File: src/rtl/shift_seq_ctrl.sv
// Multi-step shift sequencer: splits a 0..15 shift into <=3-bit steps run through an external 4-bit barrel shifter.
// Optional SHIFT_SEQ_SHORTCUT_EN: amounts >= WIDTH complete immediately with a zero result.
`timescale 1ns/1ps
module shift_seq_ctrl #(
  parameter int WIDTH = 4,
  parameter int AMT_W = 4
) (
  input  logic             clk,
  input  logic             rst,
  input  logic             in_valid,
  output logic             in_ready,
  input  logic [WIDTH-1:0] in_data,
  input  logic [AMT_W-1:0] in_amt,
  input  logic             in_dir,
  output logic [WIDTH-1:0] sh_data,
  output logic [1:0]       sh_shift,
  output logic             sh_dire,
  input  logic [WIDTH-1:0] sh_result,
  output logic             out_valid,
  input  logic             out_ready,
  output logic [WIDTH-1:0] out_data,
  output logic             busy
);

  typedef enum logic [1:0] {IDLE, RUN, DONE} state_t;

  localparam logic [AMT_W-1:0] MAX_STEP = AMT_W'(3);

  state_t           state, state_nxt;
  logic [WIDTH-1:0] acc, acc_nxt;
  logic [AMT_W-1:0] rem, rem_nxt;
  logic [AMT_W-1:0] step;
  logic             dir, dir_nxt;

  always_ff @(posedge clk) begin
    if (rst) begin
      state <= IDLE;
      acc   <= '0;
      rem   <= '0;
      dir   <= 1'b0;
    end else begin
      state <= state_nxt;
      acc   <= acc_nxt;
      rem   <= rem_nxt;
      dir   <= dir_nxt;
    end
  end

  // Largest step the 2-bit shifter amount can express; the last step takes the remainder.
  always_comb begin
    step = (rem > MAX_STEP) ? MAX_STEP : rem;
  end

  always_comb begin
    state_nxt = state;
    acc_nxt   = acc;
    rem_nxt   = rem;
    dir_nxt   = dir;
    in_ready  = 1'b0;
    out_valid = 1'b0;
    sh_shift  = 2'd0;
    unique case (state)
      IDLE: begin
        in_ready = 1'b1;
        if (in_valid) begin
          acc_nxt = in_data;
          rem_nxt = in_amt;
          dir_nxt = in_dir;
          if (in_amt == '0) begin
            state_nxt = DONE;
`ifdef SHIFT_SEQ_SHORTCUT_EN
          end else if (32'(in_amt) >= 32'(WIDTH)) begin
            acc_nxt   = '0;
            state_nxt = DONE;
`endif
          end else begin
            state_nxt = RUN;
          end
        end
      end
      RUN: begin
        sh_shift = step[1:0];
        acc_nxt  = sh_result;
        rem_nxt  = rem - step;
        if (rem == step) begin
          state_nxt = DONE;
        end
      end
      DONE: begin
        out_valid = 1'b1;
        if (out_ready) begin
          state_nxt = IDLE;
        end
      end
      default: begin
        state_nxt = IDLE;
      end
    endcase
  end

  // acc only moves on accept or in RUN, so out_data holds while a result waits.
  assign sh_data  = acc;
  assign sh_dire  = dir;
  assign out_data = acc;
  assign busy     = (state != IDLE);

endmodule
File: config.mk
export PLATFORM = sky130hd
export DESIGN_NAME = shift_seq_ctrl
export DESIGN_NICKNAME = d
export VERILOG_FILES = /design/src/rtl/shift_seq_ctrl.sv
export SDC_FILE = /design/constraint.sdc
export NUM_CORES = 1
export LEC_CHECK = 0
export ABC_CLOCK_PERIOD_IN_PS = 2170
export BUFFER_PORTS_ARGS = -buffer_cell sky130_fd_sc_hd__buf_4
export CAP_MARGIN = 20
export CORE_AREA = 3 3 55 57
export CTS_CLUSTER_DIAMETER = 200
export DETAILED_ROUTE_END_ITERATION = 6
export DIE_AREA = 0 0 58 60
export GPL_ROUTABILITY_DRIVEN = 0
export PLACE_DENSITY = 0.52
export SYNTH_ARGS = -nofsm -noshare
export SYNTH_HDL_FRONTEND = slang
export SYNTH_SLANG_ARGS = --single-unit
File: constraint.sdc
create_clock -name clk -period 2.17 [get_ports clk]
set_input_delay 0.434 -clock clk [delete_from_list [all_inputs] [get_ports clk]]
set_output_delay 0.434 -clock clk [all_outputs]
set_load 0.05 [all_outputs]
; Yosys cells after proc, flatten, opt, wreduce, memory -nomap -nowiden
; Index checks and enable logic that the tools add are counted.
[totals]
latchBits = 0
regBits = 11
romBits = 0
output_inout_bits = 14
ram_bits = 0
word_cells = 32
in_bits = 17
n_memories = 0
[classes]
n_shift = 0
mux = 13
order_cmp = 1
n_bitwise = 0
n_eq_ne = 6
n_mul = 0
reduce_logical = 7
n_addsub = 1
div = 0
[ops]
columns = operator, n
row1 = one-hot mux 4 bit (2 select lines), 2
row2 = two-way mux 4 bit, 3
row3 = two-way mux 2 bit, 5
row4 = != test 2 bit (second input constant), 3
row5 = one-hot mux 2 bit (3 select lines), 1
row6 = == test 4 bit, 1
row7 = greater-than comparator 4 x 2 -> 1 bit (second input constant), 1
row8 = logical NOT 4 bit, 1
row9 = AND reduction 2 bit, 2
row10 = nonzero test 2 bit, 2
row11 = subtractor 4 bit, 1
row12 = AND reduction 3 bit, 1
row13 = == test 2 x 1 -> 1 bit (second input constant), 1
row14 = == test 2 bit (second input constant), 1
row15 = logical NOT 2 bit, 1
row16 = two-way mux 1 bit, 2

; Longest topological paths before layout
; Gate-level depths: netlist of run 1.
[depth]
depth_word = 5
ltp_mapped = 6
ltp_nobuf = 6

; Least setup slack after synthesis of run 1
; OpenSTA, ideal clock, no wires.
[synth_path]
path_type = register to output
start = reg state[1]
end = out sh_shift[0]
stages_incl_launch_ff = 4
path_buffers = 1
arrival_time_ns = 1.309
setup_slack_ns = 0.427
t_required_ns = 1.736
cell_sequence = dfxtp_1 > nand2b_1 > buf_4 > nor2_1
[synth_via]
elab_chain_cells = 2
[synth_rtl]
columns = element, line_no
row1 = start: declaration, 29  ; state_t state, state_nxt;
row2 = start signal: assignment, 42  ; state <= state_nxt;
row3 = == test 2 x 1 -> 1 bit, 62  ; unique case (state)
row4 = two-way mux 2 bit, 62
row5 = end: declaration, 16  ; output logic [1:0] sh_shift,
; Every way passes these cells.

; Worst setup path in the final report of run 1
[layout_path]
start = reg state[0]
end = out sh_shift[0]
; Same word-level chain as after synthesis.

==> flow_summary.toml, run 1 <==
[route]
dr.pass1.iters = 4
drt_iter0_drc = 18
detail_route.wl_per_cell_um = 12.1
vias = 629
via_per_inst = 4.63
drt-total-wl_um = 1640
drtAntennaViolNets = 0
drc = 0

[timing]
grt_setup_unrepaired = "no"
setup-violations-final = 0
layout_min_cycle_time_ns = 1.91
fin_ws_ns = 0.262
worstMarginPinSlew_ns = 0.354
period_share_pct = 87.9
skew_ns = 0.00551
tns_ns = 0
slew_headroom_pct = 76.2
hold_viol = 0
maxSlewViolCount = 0
max_freq_mhz = 524

[global_routing]
overflow = 0
gr-usage-all-layers_pct = 10.5
grt_max_degree = 14
grt_pass1_vias = 586
grt_antenna_before_repair = 0
grt_pass1_wl_um = 2780

[place]
placed_cells_incl_taps = 132
dpl_cell_area_sq_um = 876
port_buffers = 30
hpwl_um = 1290
pre_cts_slack_ns = 0.573

[yosys]
yosysTopAreaCellShare_pct = 32.7
synth_cell_type_count = 30
async_flop_share_pct = 0
synthesis.instances = 80
synth-seq-cells = 11
synth_top_area_cell = "dfxtp_1"
ys_top_cells_by_area = "dfxtp_1, nand2_1, buf_4"
synth.most_common_cell = "nand2_1"
avgSynthCellArea_sq_um = 8.41
yosysWarningCount = 0
yosysSeqAreaShare_pct = 32.7
synth_common_cells = "nand2_1, dfxtp_1, nor2_1"
netlist_area_sq_um = 673
synth_edf_count = 0
synth_fp_nets = 98
synthFlopType = "dfxtp_1"

[cells_and_area]
antenna_cells = 0
syn2layout_area_growth_pct = 34.0
final_area_sq_um = 902
drive_gt1_share_pct = 41.5
layout.cells.non_filler = 136
fin_nets = 125
fillerInstances = 283

[clock_network]
cts_setup_buffers = 0
cts_buffers = 3
clockBufferDepth = 2
cts-resized-gates = 0
hold_buffers = 0
cts_tree = "yes"
cts.clk_slew.worst_paths_ns = 0.07
cts_num_sinks = 11
clk_latency_ns = 0.27
cts-root-buf = "clkbuf_4"
htreeDepth = 1

[floorplan]
die_width_um = 58
die_area_sq_um = 3480
die_h_um = 60
coreArea_sq_um = 2520
pin_count = 31
fp-row-count = 18
initial_utilization_pct = 26.7

[job]
maxCapViolations = 0

[setup_path]
crit_required_ns = 1.74
start_kind = "flip-flop"
cp.arrival_ns = 1.47
crit_type = "reg -> out"
cpMaxStageDelayCell = "dfxtp_1"
end_kind = "output pin"
worst-path-buf-inv = 1
cp_max_fo = 11
cp_cell_sequence = "nand2b_1 > nor2_1 > buf_4"
critical-path-top-delay-family = "flip-flops"
cpPeakStageDelay_ns = 0.54

[run_status]
outcome = "completed"

[power]
total_leakage_power_uw = 0.000395
power_density_nw_per_um2 = 828
peakVddDrop_mv = 0.412

[min_path]
hold_class = "in -> reg"
==> layer usage <==
metal  up-vias  track usage, %  routed length [um]
met3         0            5.62                 193
met5         -               0                   0
met1       272            14.2                 805
li1        325               -                   -
met2        32            15.5                 646
met4         0               0                   0
==> kinds of logic after synthesis <==
family,count (synthesis),share of synthesized area (%)
DFF,11,32.7
AOI/OAI and AO/OA,18,24.4
muxes,2,3.16
and+or+nand+nor,38,27.9
adders and majority gates,1,1.86
buffers and inverters,10,10.0
==> registers in the layout (all words and copies together), names as in the netlist <==
register and cells:
sh_dire 1, rem 4, out_data 4, state 2
==> worst register-to-register path, stage by stage, from the launching register on <==
cell and delay, ns:
dfxtp_1 0.45, nor2_1 0.10, or2_2 0.28, ha_1 0.24, nand3b_1 0.16, a21oi_1 0.14, nor3_1 0.06
==> power by group <==
part | total [uW] | internal (uW) | switching (uW)
registers | 259 | 228 | 31.4
clock network | 142 | 71.2 | 70.9
logic | 346 | 128 | 217
total | 747 | 427 | 320
==> worst paths after layout <==
kind	from	endpoint	slack (ns)	cells past startpoint
setup reg to reg	rem[2]	rem[2]	0.63	6
hold / removal	in_dir	sh_dire	0.41	3
hold reg to reg	out_data[3]	out_data[3]	0.52	2
setup / recovery	state[0]	sh_shift[0]	0.26	3
==> final cells by class <==
cell class,count,area (sq um),area share [%]
inverters,2,7.51,0.832
clock buffers,4,26.3,2.91
flip-flops and latches,11,220,24.4
repair buffers,30,225,25.0
well taps,30,37.5,4.16
multi-input cells,59,385,42.7
==> through the flow <==
stage / hold slack, ns / util (%) / total power [uW]
after global placement: 0.485 / 34.7 / 612
after global routing: 0.417 / 35.8 / 798
after CTS: 0.408 / 35.8 / 761
after floorplan: 0.502 / - / 533
after detailed placement: 0.501 / 34.7 / 614
final: 0.407 / 35.8 / 747
==> placed cells by master, fill, tap and decap left out, drive strengths merged <==
| master | synthesis | routed |
|---|---|---|
| nor2b | 1 | 1 |
| dfxtp | 11 | 11 |
| nand2 | 14 | 14 |
| nor3b | 1 | 1 |
| mux2 | 1 | 1 |
| a21oi | 6 | 6 |
| a211o | 1 | 1 |
| nor3 | 3 | 3 |
| ha | 1 | 1 |
| nand2b | 3 | 3 |
| o21ba | 1 | 1 |
| o32ai | 1 | 1 |
| a311oi | 5 | 5 |
| a21o | 1 | 1 |
| buf | 8 | 30 |
| nor2 | 10 | 10 |
| and2b | 1 | 1 |
| nor4 | 1 | 1 |
| nand3b | 1 | 1 |
| or3b | 1 | 1 |
| or2 | 2 | 2 |
| o21bai | 1 | 1 |
| o21ai | 1 | 1 |
| clkbuf | 0 | 4 |
| o31ai | 1 | 1 |
| inv | 2 | 2 |
| mux2i | 1 | 1 |
Power figures use the tool's default switching activity.
==> inputs of run 2 (changes only) <==
Settings changed: PLACE_DENSITY 0.52 to unset, SETUP_SLACK_MARGIN set to 0.3.
==> run 2 against run 1 <==
  * Combinational power is essentially flat
  * Die area did not move
  * Critical path depth is the same
  * Critical path type unchanged
  * Maximum frequency grew 10%
  * Flip-flop and latch count unchanged
  * Non-clock buffer count is the same
  * Largest power group unchanged
  * Sequential share of layout area about the same
  * Via count grew 0.95%
==> flow_summary.toml, run 2 (synthesized netlist as in run 1, its figures left out) <==
[cells_and_area]
fin_nets = 125
syn2layout_area_growth_pct = 34.6
utilization_pct = 35.9
antenna_cells = 0
final_common_cell = "buf_4"
fillerInstances = 268
most-common-layout-cells = "buf_4, nand2_1, nor2_1, dfxtp_1, a21oi_1"
drive_gt1_share_pct = 43.4

[power]
peakVddDrop_mv = 0.413
total_power_uw = 749
power_density_nw_per_um2 = 827
total_leakage_power_uw = 0.000395

[place]
pre_cts_slack_ns = 0.536
port_buffers = 30
hpwl_um = 1250

[clock_network]
cts.clk_slew.worst_paths_ns = 0.07
cts_num_sinks = 11
cts_tree = "yes"
htreeDepth = 1
cts-root-buf = "clkbuf_4"
cts_buffers = 3
hold_buffers = 0
cts_setup_buffers = 0
clk_latency_ns = 0.27
clockBufferDepth = 2

[setup_path]
end_kind = "output pin"
start_kind = "flip-flop"
crit_required_ns = 1.74
crit_type = "reg -> out"
cp.arrival_ns = 1.30
cp_max_fo = 9

[route]
vias = 635
detail_route.wl_per_cell_um = 11.7
dr.pass1.iters = 4
drt_iter0_drc = 10
via_per_inst = 4.67
drtAntennaViolNets = 0
drt-total-wl_um = 1590
drc = 0

[timing]
setup-violations-final = 0
max_freq_mhz = 577
skew_ns = 0.000605
fin_ws_ns = 0.437
hold_viol = 0
tns_ns = 0
grt_setup_unrepaired = "no"
worstMarginPinSlew_ns = 0.404
slew_headroom_pct = 72.8
period_share_pct = 79.9
maxSlewViolCount = 0
layout_min_cycle_time_ns = 1.73

[global_routing]
grt_pass1_wl_um = 2570
overflow = 0
grt_max_degree = 14
grt_antenna_before_repair = 0
grt_pass1_vias = 586
gr-usage-all-layers_pct = 9.96

[job]
maxCapViolations = 0

[floorplan]
initial_utilization_pct = 26.7
fp-row-count = 18
die_area_sq_um = 3480
coreArea_sq_um = 2520
die_width_um = 58
pin_count = 31
die_h_um = 60

[min_path]
hold_class = "in -> reg"

[run_status]
outcome = "completed"
-- run 2: cell counts in the layout (fill, tap and decap cells not counted) --
No cell type changed its count.
-- run 2: layout make-up --
class	instances	area, sq um	area share (%)
multi-input cells	59	388	42.8
repair buffers	30	225	24.9
flip-flops and latches	11	221	24.4
well taps	30	37.5	4.14
clock buffers	4	26.3	2.90
inverters	2	7.51	0.829
-- run 2: timing repair --
action | in CTS | in global routing
endpoints found under the hold margin | 0 | 0
setup endpoints to repair | 2 | 2
gates resized for setup | 1 | 1
-- run 2: final timing paths --
path	startpoint	cells past startpoint	to	slack [ns]
max	state[1]	3	sh_shift[1]	0.44
min	in_dir	3	sh_dire	0.40
max reg2reg	rem[2]	6	rem[2]	0.63
min reg2reg	sh_dire	2	sh_dire	0.51
-- run 2: power breakdown --
part / leakage (uW) / internal (uW) / switching [uW]
Combinational: 0.000289 / 129 / 218
Clock: 0.0000150 / 71.2 / 70.6
Sequential: 0.0000914 / 228 / 31.1
-- run 2: worst max-delay path: stages, from the launching register on --
cell	delay, ns
dfxtp_1	0.38
nand2b_2	0.30
nor2_1	0.14
buf_4	0.20
-- run 2: metrics by stage --
stage	hold WS (ns)	area [sq um]	cells
3_5_place_dp	0.491	876	132
5_1_grt	0.409	906	136
3_3_place_gp	0.483	876	132
6_report	0.398	906	136
2_1_floorplan	0.502	673	80
4_1_cts	0.389	905	136
-- run 2: metal layers --
layer,vias to the layer above,track usage [%],part of all wire [%]
li1,331,-,-
met1,282,12.6,44
met2,20,15.6,49
met3,2,1.94,6.2
met4,0,5.96,0.82
met5,-,0,0
==> inputs of run 3 (changes only) <==
Settings changed: ABC_CLOCK_PERIOD_IN_PS 2170 to 1700.
Clock period 2.17 ns to 1.7 ns, I/O delays scaled along.
==> run 3 against run 2 <==
  * Non-clock buffer count up 10
  * Sequential power up 30%
  * Worst setup slack worse by 0.24 ns
  * Via count up 9.3%
  * Sequential share of layout area down 3.4 points
  * Critical path depth up 1
  * Register-to-register slack worse by 0.32 ns
  * Hold slack worse by 0.092 ns
  * Utilization up 7.6 points
  * First-iteration DRC count down 20%
  * Combinational power up 67%
  * Die area unchanged
  * Critical path type unchanged
==> flow_summary.toml, run 3 (synthesized netlist as in run 1, its figures left out) <==
[run_status]
outcome = "completed"

[floorplan]
initial_utilization_pct = 26.7
pin_count = 31
die_h_um = 60
die_width_um = 58
fp-row-count = 18
die_area_sq_um = 3480
coreArea_sq_um = 2520

[setup_path]
rr_endpoint = "rem[2]"
cp.arrival_ns = 1.16
cpMaxStageDelayCell = "dfxtp_2"
r2r_start = "rem[3]"
cp_max_fo = 4
cp_cell_sequence = "buf_6 > or2_4 > clkinvlp_4 > buf_8"
crit_type = "reg -> out"
end_kind = "output pin"
start_kind = "flip-flop"
crit_required_ns = 1.36
reg2reg_slack_ns = 0.31
cpPeakStageDelay_ns = 0.33
r2r_cells = 6

[timing]
slew_headroom_pct = 72.4
period_share_pct = 88.2
maxSlewViolCount = 0
setup-violations-final = 0
worstMarginPinSlew_ns = 0.410
hold_viol = 0
max_freq_mhz = 667
skew_ns = 0.00308
layout_min_cycle_time_ns = 1.50
tns_ns = 0
grt_setup_unrepaired = "yes"

[clock_network]
cts-root-buf = "clkbuf_4"
cts.clk_slew.worst_paths_ns = 0.07
clockBufferDepth = 2
clk_latency_ns = 0.27
cts_buffers = 3
hold_buffers = 0
cts_tree = "yes"
htreeDepth = 1
cts_num_sinks = 11

[global_routing]
gr-usage-all-layers_pct = 12.1
grt_max_degree = 14
grt_pass1_vias = 675
overflow = 0
grt_pass1_wl_um = 3080
grt_antenna_before_repair = 0

[route]
drt_iter0_drc = 8
dr.max_layer_used = "met4"
wl_met2_um = 1020
drc = 0
via_per_inst = 4.75
drtAntennaViolNets = 0
met3WireLength_um = 116
drt-total-wl_um = 1960
dr.pass1.iters = 2
detail_route.wl_per_cell_um = 13.4
vias = 694
drt-met1-wl_um = 764

[cells_and_area]
antenna_cells = 0
most-common-layout-cells = "buf_4, nand2_1, nor2_1, dfxtp_1, a21oi_1"
fin_nets = 135
syn2layout_area_growth_pct = 63.2
layout.cells.non_filler = 146
final_common_cell = "buf_4"
drive_gt1_share_pct = 60.3

[power]
peakVddDrop_mv = 0.590
power_density_nw_per_um2 = 999
total_power_uw = 1100
total_leakage_power_uw = 0.000466

[min_path]
hp-start = "in_dir"
hold_path_depth = 3
min_to = "sh_dire"
hold_class = "in -> reg"

[place]
placed_cells_incl_taps = 135
hpwl_um = 1380
port_buffers = 30

[job]
maxCapViolations = 0
## run 3: cell types whose count changed in the layout (fill, tap and decap cells not counted), sizes merged
cell / delta
buf: +10
clkinvlp: +1
inv: -1
## run 3: layout make-up
type	instances	area, sq um
repair buffers	40	327
multi-input cells	59	465
inverters	2	11.3
clock buffers	4	26.3
fillers	254	1420
well taps	30	37.5
flip-flops and latches	11	231
## run 3: worst max-delay path by stage
stage          startpoint          end  slack (ns)
2_1_floorplan    state[1]  sh_shift[0]        0.26
3_3_place_gp       rem[3]       rem[2]        0.30
3_5_place_dp       rem[3]       rem[2]        0.21
4_1_cts          state[0]     in_ready        0.20
5_1_grt          state[0]     in_ready        0.16
6_report         state[0]     in_ready        0.20
## run 3: worst max-delay path, delay by kind of cell (launching register included)
kind / cells / cell delay [ns]
buffers and inverters: 3 / 0.32
and+or+nand+nor: 1 / 0.24
DFF: 1 / 0.33
## run 3: routing by layer
layer  up-vias  track usage, %
met5         -               0
met4         0            6.95
met3         6            4.10
met2        25            20.5
met1       315            13.3
li1        348               -
## run 3: power by group
part	switching (uW)	leakage [uW]	internal [uW]
clock	89.9	0.0000150	90.8
sequential	44.3	0.0000934	294
combinational	330	0.000358	248
## run 3: timing repair
action	CTS	global route
gates resized for setup	17	10
setup buffers	4	3
setup endpoints to repair	7	6
pin swaps	1	3
cloned	0	0
## run 3: stage by stage
step	setup WS (ns)	util, %	hold slack [ns]	area (sq um)
floorplan	0.264	-	0.454	693
global placement	0.296	36.4	0.483	918
detailed placement	0.211	36.4	0.493	918
CTS	0.197	41.0	0.304	1030
global route	0.156	43.6	0.301	1100
finish	0.201	43.6	0.306	1100
